[src/rtl/clock_pkg.sv]
// Shared types, limits and range check for the clock/stopwatch block.
package clock_pkg;

  localparam int unsigned HW      = 5;
  localparam int unsigned MW      = 6;
  localparam int unsigned SW      = 6;
  localparam int unsigned SEC_MAX = 59;
  localparam int unsigned MIN_MAX = 59;

  typedef enum logic [1:0] {
    R0 = 2'd0,
    R1 = 2'd1,
    C0 = 2'd2,
    C1 = 2'd3
  } view_state_t;

  // True when h:m:s is a legal time of day for the given hour modulus.
  function automatic logic time_in_range(input logic [HW-1:0] h,
                                         input logic [MW-1:0] m,
                                         input logic [SW-1:0] s,
                                         input int unsigned   hour_mod);
    return (32'(h) < hour_mod) && (32'(m) <= MIN_MAX) && (32'(s) <= SEC_MAX);
  endfunction

endpackage

[src/rtl/hms_counter.sv]
// Hours:minutes:seconds counter with clear, load and up/down single-step.
module hms_counter
  import clock_pkg::*;
#(
  parameter int unsigned HOUR_MOD = 24
) (
  input  logic          clk,
  input  logic          rst,
  input  logic          en,
  input  logic          up,
  input  logic          clr,
  input  logic          load,
  input  logic [HW-1:0] load_h,
  input  logic [MW-1:0] load_m,
  input  logic [SW-1:0] load_s,
  output logic [HW-1:0] h,
  output logic [MW-1:0] m,
  output logic [SW-1:0] s,
  output logic          at_max,
  output logic          at_zero
);

  localparam logic [HW-1:0] H_MAX = HW'(HOUR_MOD - 1);
  localparam logic [MW-1:0] M_MAX = MW'(MIN_MAX);
  localparam logic [SW-1:0] S_MAX = SW'(SEC_MAX);

  logic [HW-1:0] h_nxt;
  logic [MW-1:0] m_nxt;
  logic [SW-1:0] s_nxt;

  // Priority clr > load > step; all carries/borrows resolve in one edge.
  always_comb begin
    h_nxt = h;
    m_nxt = m;
    s_nxt = s;
    if (clr) begin
      h_nxt = '0;
      m_nxt = '0;
      s_nxt = '0;
    end else if (load) begin
      h_nxt = load_h;
      m_nxt = load_m;
      s_nxt = load_s;
    end else if (en) begin
      if (up) begin
        if (s == S_MAX) begin
          s_nxt = '0;
          if (m == M_MAX) begin
            m_nxt = '0;
            h_nxt = (h == H_MAX) ? '0 : h + HW'(1);
          end else begin
            m_nxt = m + MW'(1);
          end
        end else begin
          s_nxt = s + SW'(1);
        end
      end else begin
        if (s == '0) begin
          s_nxt = S_MAX;
          if (m == '0) begin
            m_nxt = M_MAX;
            h_nxt = (h == '0) ? H_MAX : h - HW'(1);
          end else begin
            m_nxt = m - MW'(1);
          end
        end else begin
          s_nxt = s - SW'(1);
        end
      end
    end
  end

  always_ff @(posedge clk) begin
    if (rst) begin
      h <= '0;
      m <= '0;
      s <= '0;
    end else begin
      h <= h_nxt;
      m <= m_nxt;
      s <= s_nxt;
    end
  end

  assign at_max  = (h == H_MAX) && (m == M_MAX) && (s == S_MAX);
  assign at_zero = (h == '0) && (m == '0) && (s == '0);

endmodule

[src/rtl/clock_chrono_gen.sv]
// Time-of-day clock plus stopwatch with prescaler, alarm and shared display mux.
module clock_chrono_gen
  import clock_pkg::*;
#(
  parameter int unsigned TICK_DIV            = 1,
  parameter int unsigned HOUR_MOD            = 24,
  parameter int unsigned CHRONO_STOP_AT_ZERO = 0
) (
  input  logic          clk,
  input  logic          rst,
  input  logic          startstop,
  input  logic          zera,
  input  logic          ud,
  input  logic          rc,
  input  logic          set_en,
  input  logic [HW-1:0] set_h,
  input  logic [MW-1:0] set_m,
  input  logic [SW-1:0] set_s,
  input  logic          alarm_wr,
  input  logic [HW-1:0] alarm_h,
  input  logic [MW-1:0] alarm_m,
  input  logic          alarm_on,
  input  logic          alarm_ack,
  output logic          tick,
  output logic          nrc,
  output logic [HW-1:0] hora,
  output logic [MW-1:0] minutos,
  output logic [SW-1:0] segundos,
  output logic          alarm,
  output logic          chrono_done
);

  localparam int unsigned   DIV_W  = (TICK_DIV > 1) ? $clog2(TICK_DIV) : 1;
  localparam logic          STOP_Z = (CHRONO_STOP_AT_ZERO != 0);
  localparam logic [HW-1:0] H_MAX  = HW'(HOUR_MOD - 1);
  localparam logic [MW-1:0] M_MAX  = MW'(MIN_MAX);
  localparam logic [SW-1:0] S_MAX  = SW'(SEC_MAX);

  logic [DIV_W-1:0] div_cnt;
  logic [HW-1:0]    clk_h, sw_h, al_h, pre_h;
  logic [MW-1:0]    clk_m, sw_m, al_m, pre_m;
  logic [SW-1:0]    clk_s, sw_s;
  logic             clk_at_max, clk_at_zero, sw_at_max, sw_at_zero;
  logic             set_ok, alarm_ok, sw_step, sw_hold, sw_one, alarm_hit;
  view_state_t      state_q, state_nxt;
  logic             nrc_nxt;
  logic             unused_ok;

  // Seconds prescaler; tick marks the last count of each period.
  always_ff @(posedge clk) begin
    if (rst || tick) div_cnt <= '0;
    else             div_cnt <= div_cnt + DIV_W'(1);
  end

  assign tick     = (div_cnt == DIV_W'(TICK_DIV - 1));
  assign set_ok   = set_en && time_in_range(set_h, set_m, set_s, HOUR_MOD);
  assign alarm_ok = alarm_wr && time_in_range(alarm_h, alarm_m, SW'(0), HOUR_MOD);

  hms_counter #(.HOUR_MOD(HOUR_MOD)) u_clock (
    .clk     (clk),
    .rst     (rst),
    .en      (tick),
    .up      (1'b1),
    .clr     (1'b0),
    .load    (set_ok),
    .load_h  (set_h),
    .load_m  (set_m),
    .load_s  (set_s),
    .h       (clk_h),
    .m       (clk_m),
    .s       (clk_s),
    .at_max  (clk_at_max),
    .at_zero (clk_at_zero)
  );

  // Stopwatch freezes at zero when configured as a stop-at-zero countdown.
  assign sw_step = tick && startstop;
  assign sw_hold = STOP_Z && !ud && sw_at_zero;
  assign sw_one  = (sw_h == '0) && (sw_m == '0) && (sw_s == SW'(1));

  hms_counter #(.HOUR_MOD(HOUR_MOD)) u_chrono (
    .clk     (clk),
    .rst     (rst),
    .en      (sw_step && !sw_hold),
    .up      (ud),
    .clr     (zera),
    .load    (1'b0),
    .load_h  ('0),
    .load_m  ('0),
    .load_s  ('0),
    .h       (sw_h),
    .m       (sw_m),
    .s       (sw_s),
    .at_max  (sw_at_max),
    .at_zero (sw_at_zero)
  );

  always_ff @(posedge clk) begin
    if (rst)                                                  chrono_done <= 1'b0;
    else if (zera)                                            chrono_done <= 1'b0;
    else if (STOP_Z && sw_step && !ud && (sw_at_zero || sw_one)) chrono_done <= 1'b1;
  end

  always_ff @(posedge clk) begin
    if (rst) begin
      al_h <= '0;
      al_m <= '0;
    end else if (alarm_ok) begin
      al_h <= alarm_h;
      al_m <= alarm_m;
    end
  end

  // The tick lands on al_h:al_m:00 exactly when the clock sits one second earlier.
  always_comb begin
    pre_h = al_h;
    pre_m = al_m - MW'(1);
    if (al_m == '0) begin
      pre_m = M_MAX;
      pre_h = (al_h == '0) ? H_MAX : al_h - HW'(1);
    end
  end

  assign alarm_hit = tick && !set_ok && alarm_on &&
                     (clk_h == pre_h) && (clk_m == pre_m) && (clk_s == S_MAX);

  always_ff @(posedge clk) begin
    if (rst)            alarm <= 1'b0;
    else if (alarm_hit) alarm <= 1'b1;
    else if (alarm_ack) alarm <= 1'b0;
  end

  always_ff @(posedge clk) begin
    if (rst) begin
      state_q <= R0;
      nrc     <= 1'b1;
    end else begin
      state_q <= state_nxt;
      nrc     <= nrc_nxt;
    end
  end

  // View toggles on each full press/release of rc.
  always_comb begin
    state_nxt = state_q;
    case (state_q)
      R0: if (rc)  state_nxt = R1;
      R1: if (!rc) state_nxt = C0;
      C0: if (rc)  state_nxt = C1;
      C1: if (!rc) state_nxt = R0;
      default:     state_nxt = R0;
    endcase
    nrc_nxt = (state_nxt == R0) || (state_nxt == R1);
  end

  always_comb begin
    hora     = nrc ? clk_h : sw_h;
    minutos  = nrc ? clk_m : sw_m;
    segundos = nrc ? clk_s : sw_s;
  end

  assign unused_ok = &{1'b0, clk_at_max, clk_at_zero, sw_at_max};

endmodule

[config.mk]
export PLATFORM = sky130hd
export DESIGN_NAME = clock_chrono_gen
export DESIGN_NICKNAME = d
export VERILOG_FILES = /design/src/rtl/clock_pkg.sv /design/src/rtl/hms_counter.sv /design/src/rtl/clock_chrono_gen.sv
export SDC_FILE = /design/constraint.sdc
export NUM_CORES = 1
export LEC_CHECK = 0
export ABC_AREA = 1
export CAP_MARGIN = 20
export CORE_MARGIN = 3
export CORE_UTILIZATION = 30
export DETAILED_ROUTE_END_ITERATION = 6
export REMOVE_ABC_BUFFERS = 1
export SLEW_MARGIN = 20
export SYNTH_ARGS = -nofsm -noshare
export SYNTH_HDL_FRONTEND = slang
export SYNTH_SLANG_ARGS = --single-unit
[constraint.sdc]
create_clock -name clk -period 2.2 [get_ports clk]
set_input_delay 0.33 -clock clk [delete_from_list [all_inputs] [get_ports clk]]
set_output_delay 0.33 -clock clk [all_outputs]
set_load 0.01 [all_outputs]
==> flow_results.xml <==
<?xml version="1.0" encoding="UTF-8"?>
<metrics>
  <group name="die">
    <metric name="chipHeight" unit="um">116</metric>
    <metric name="core_region_area" unit="mm^2">0.0116</metric>
    <metric name="area_of_the_die" unit="mm^2">0.0134</metric>
    <metric name="std_cell_rows" unit="">39</metric>
    <metric name="die-width" unit="um">116</metric>
    <metric name="initial_standard_cell_utilization_of_the_core" unit="%">31.1</metric>
    <metric name="io_pins" unit="">59</metric>
  </group>
  <group name="logic_synthesis">
    <metric name="area_share_of_fa_ha_maj_cells_after_synthesis" unit="%">4.52</metric>
    <metric name="post_synth_and_or_nand_nor_area_fraction" unit="%">30.4</metric>
    <metric name="syn-cell-area" unit="mm^2">0.00360</metric>
    <metric name="synth_seq_area_share" unit="%">27.8</metric>
    <metric name="syn_inst" unit="">537</metric>
    <metric name="synth.area.mux_share" unit="%">0</metric>
    <metric name="synth_seq_cells" unit="">50</metric>
    <metric name="post_synth_xor_area_fraction" unit="%">6.57</metric>
    <metric name="yosysWarningCount" unit="">0</metric>
    <metric name="main_combinational_cell_family_by_area_after_synthesis" unit="">simple AND/OR/NAND/NOR gates</metric>
    <metric name="syn_area_per_cell" unit="um^2">6.71</metric>
    <metric name="complex_gate_fraction_of_the_synthesized_area" unit="%">20.0</metric>
    <metric name="yosysUniqueCellTypes" unit="">45</metric>
  </group>
  <group name="routing">
    <metric name="detail-route-antenna-nets" unit="">0</metric>
    <metric name="first_pass_iters" unit="">7</metric>
    <metric name="totalWireLength" unit="um">9630</metric>
    <metric name="drt_iter0_drc" unit="">250</metric>
    <metric name="vias" unit="">3575</metric>
    <metric name="route.detailed.vias_per_inst" unit="">4.86</metric>
    <metric name="average_wire_per_standard_cell" unit="um">13.1</metric>
    <metric name="drt_drc_violations_left" unit="">0</metric>
  </group>
  <group name="clock_tree">
    <metric name="cts_hold_buffers" unit="">0</metric>
    <metric name="cts_tree" unit="">yes</metric>
    <metric name="clock_slew_at_reported_path_ffs" unit="ps">70</metric>
    <metric name="cts_made_buffers" unit="">5</metric>
    <metric name="cts_sinks" unit="">50</metric>
    <metric name="cts_setup_buffers" unit="">0</metric>
    <metric name="clock_insertion_delay_worst_skew" unit="ps">290</metric>
    <metric name="cts_root_buf" unit="">clkbuf_16</metric>
    <metric name="cts-root-to-sink-buffers" unit="">2</metric>
    <metric name="cts-htree-levels" unit="">2</metric>
    <metric name="number_of_cells_upsized_or_downsized_after_cts" unit="">0</metric>
  </group>
  <group name="run_status">
    <metric name="run_status" unit="">finished, final reports clean</metric>
  </group>
  <group name="finish">
    <metric name="postLayoutCoreUtil" unit="%">38.8</metric>
    <metric name="most-common-layout-cells" unit="">nand2_1 (109), o21ai_0 (62), inv_1 (59)</metric>
    <metric name="n_antenna_cell" unit="">0</metric>
    <metric name="layout.cells.non_filler" unit="">736</metric>
    <metric name="syn_to_final_growth" unit="%">24.6</metric>
    <metric name="nFillCells" unit="">1201</metric>
    <metric name="mostFrequentLayoutCell" unit="">nand2_1</metric>
    <metric name="nNetsFinal" unit="">643</metric>
    <metric name="proportion_of_layout_cells_with_a_drive_suffix_above_1" unit="%">9.11</metric>
  </group>
  <group name="timing">
    <metric name="timing.setup.tns" unit="ps">0</metric>
    <metric name="setup_repair_after_global_routing_missed_its_margin" unit="">false</metric>
    <metric name="clk_skew" unit="ps">4.93</metric>
    <metric name="final_period_minus_worst_setup_slack" unit="ps">2060</metric>
    <metric name="setup_viol" unit="">0</metric>
    <metric name="final-hold-violation-count" unit="">0</metric>
    <metric name="timing.final.crit_share" unit="%">93.6</metric>
    <metric name="maxClockFrequency" unit="MHz">486</metric>
    <metric name="maxSlewViolCount" unit="">0</metric>
    <metric name="hold-worst-slack" unit="ps">464</metric>
  </group>
  <group name="placement">
    <metric name="place.detailed.instances" unit="">728</metric>
    <metric name="number_of_buffer_cells_added_on_primary_ports" unit="">57</metric>
    <metric name="finalWeightedCongestion" unit="">0.913</metric>
    <metric name="place_hpwl" unit="um">7370</metric>
  </group>
  <group name="setup_path">
    <metric name="path_max_fanout" unit="">35</metric>
    <metric name="r2r_end" unit="">alarm</metric>
    <metric name="worst-r2r-setup-slack" unit="ps">390</metric>
    <metric name="kind_of_start_point_of_the_critical_path" unit="">flop</metric>
    <metric name="required" unit="ps">1870</metric>
    <metric name="worstSetupStartpoint" unit="">nrc</metric>
    <metric name="worstReg2RegStart" unit="">al_m[0]</metric>
    <metric name="timing.reg2reg.worst_path_depth" unit="">10</metric>
    <metric name="cp_data_arrival_time" unit="ps">1730</metric>
    <metric name="timing.critical_path.to_type" unit="">output pin</metric>
    <metric name="crit_path_class" unit="">reg -&gt; out</metric>
  </group>
  <group name="job">
    <metric name="drv.max_cap_violation_count" unit="">0</metric>
  </group>
  <group name="grt">
    <metric name="grt_max_degree" unit="">36</metric>
    <metric name="first_global_vias" unit="">3404</metric>
    <metric name="antenna_found_initial" unit="">0</metric>
    <metric name="grt_pass1_wl" unit="um">16200</metric>
    <metric name="globalRoute.totalOverflow" unit="">0</metric>
    <metric name="groute.usage.overall" unit="%">14.7</metric>
  </group>
  <group name="hold_path">
    <metric name="hold_class" unit="">reg -&gt; reg</metric>
    <metric name="worst_hold_path.endpoint" unit="">alarm</metric>
    <metric name="min_delay_path_depth" unit="">2</metric>
    <metric name="min-delay-start" unit="">alarm</metric>
  </group>
  <group name="power">
    <metric name="pwrdens" unit="mW/mm^2">562</metric>
    <metric name="p_leak" unit="nW">1.89</metric>
    <metric name="finalPower" unit="mW">2.52</metric>
    <metric name="vdd.ir_drop.worst" unit="V">0.000366</metric>
  </group>
</metrics>
## power by group
part	leakage, nW	switching (mW)	internal, mW
registers	0.410	0.0645	0.954
clock network	0.0771	0.353	0.538
logic	1.40	0.344	0.271
## area by class of cell
type                            count  area, um^2  share of cell area (%)
Sequential cell                    50        1000                    22.3
Inverter                           67         259                    5.77
Multi-Input combinational cell    401        2220                    49.6
Clock buffer                        6         129                    2.87
Tap cell                          143         179                    3.99
Timing Repair Buffer               67         658                    14.7
Clock inverter                      2        37.5                   0.836
## critical path: stages, from the launching register on
cell and delay (ps):
dfxtp_1 330, buf_12 160, o21ai_0 320, clkdlybuf4s50_1 610
## registers in the layout (all words and copies together) (netlist names)
name / cells
nrc: 1
u_clock.m: 6
u_clock.s: 6
u_chrono.s: 6
state_q: 2
al_h: 5
u_clock.h: 5
alarm: 1
div_cnt: 1
al_m: 6
u_chrono.m: 6
u_chrono.h: 5
## worst max-delay path by stage
stage	endpoint	slack, ps	depth (start not counted)
CTS	hora[3]	140	3
finish	hora[3]	140	3
floorplan	u_clock.s[3]	700	7
global placement	u_clock.s[3]	190	8
global route	segundos[3]	30	3
detailed placement	u_clock.s[3]	190	8
## cell usage after synthesis (all sizes together)
library cell | instances | area, um^2
nor3b | 1 | 12.5
buf | 10 | 82.6
nand3b | 3 | 26.3
xnor2 | 7 | 61.3
a21boi | 1 | 7.51
inv | 65 | 249
o21ai | 65 | 344
o32ai | 1 | 8.76
a22oi | 1 | 7.51
a31oi | 11 | 68.8
o211ai | 4 | 30.0
nand2 | 117 | 474
clkinv | 2 | 10.0
o22ai | 1 | 6.26
xor2 | 20 | 175
nand4 | 10 | 62.6
clkbuf | 10 | 37.5
o21bai | 2 | 15.0
dfxtp | 50 | 1000
a221oi | 1 | 8.76
conb | 1 | 3.75
nor2 | 43 | 195
or2 | 3 | 18.8
nand3 | 49 | 265
nor4 | 1 | 6.26
a21oi | 34 | 174
ha | 13 | 163
o31ai | 1 | 21.3
nor3 | 6 | 35.0
a211oi | 4 | 30.0
## through the flow
| step | setup slack (ps) | cell area [um^2] |
|---|---|---|
| finish | 142 | 4490 |
| global route | 34.2 | 4490 |
| CTS | 140 | 4490 |
| detailed placement | 188 | 4320 |
| global placement | 195 | 4320 |
| floorplan | 701 | 3480 |
## per-layer routing
layer  GRT usage (%)  up-vias  part of all wire [%]
li1                -     1880                     -
met1            18.9     1591                    45
met2            25.7       85                    48
met3            1.88       19                   4.3
met4            4.15        0                   2.1
met5               0        -                     0
## cells by family (layout without fill, tap and decap cells)
logic type      Yosys count  in the layout
simple gates            233            233
xor+xnor                 27             27
buf+inv                  87            142
other cells               1              2
compound gates          126            126
flops                    50             50
fa+ha+maj                13             13
No activity file was read; power rests on OpenSTA's default activity.
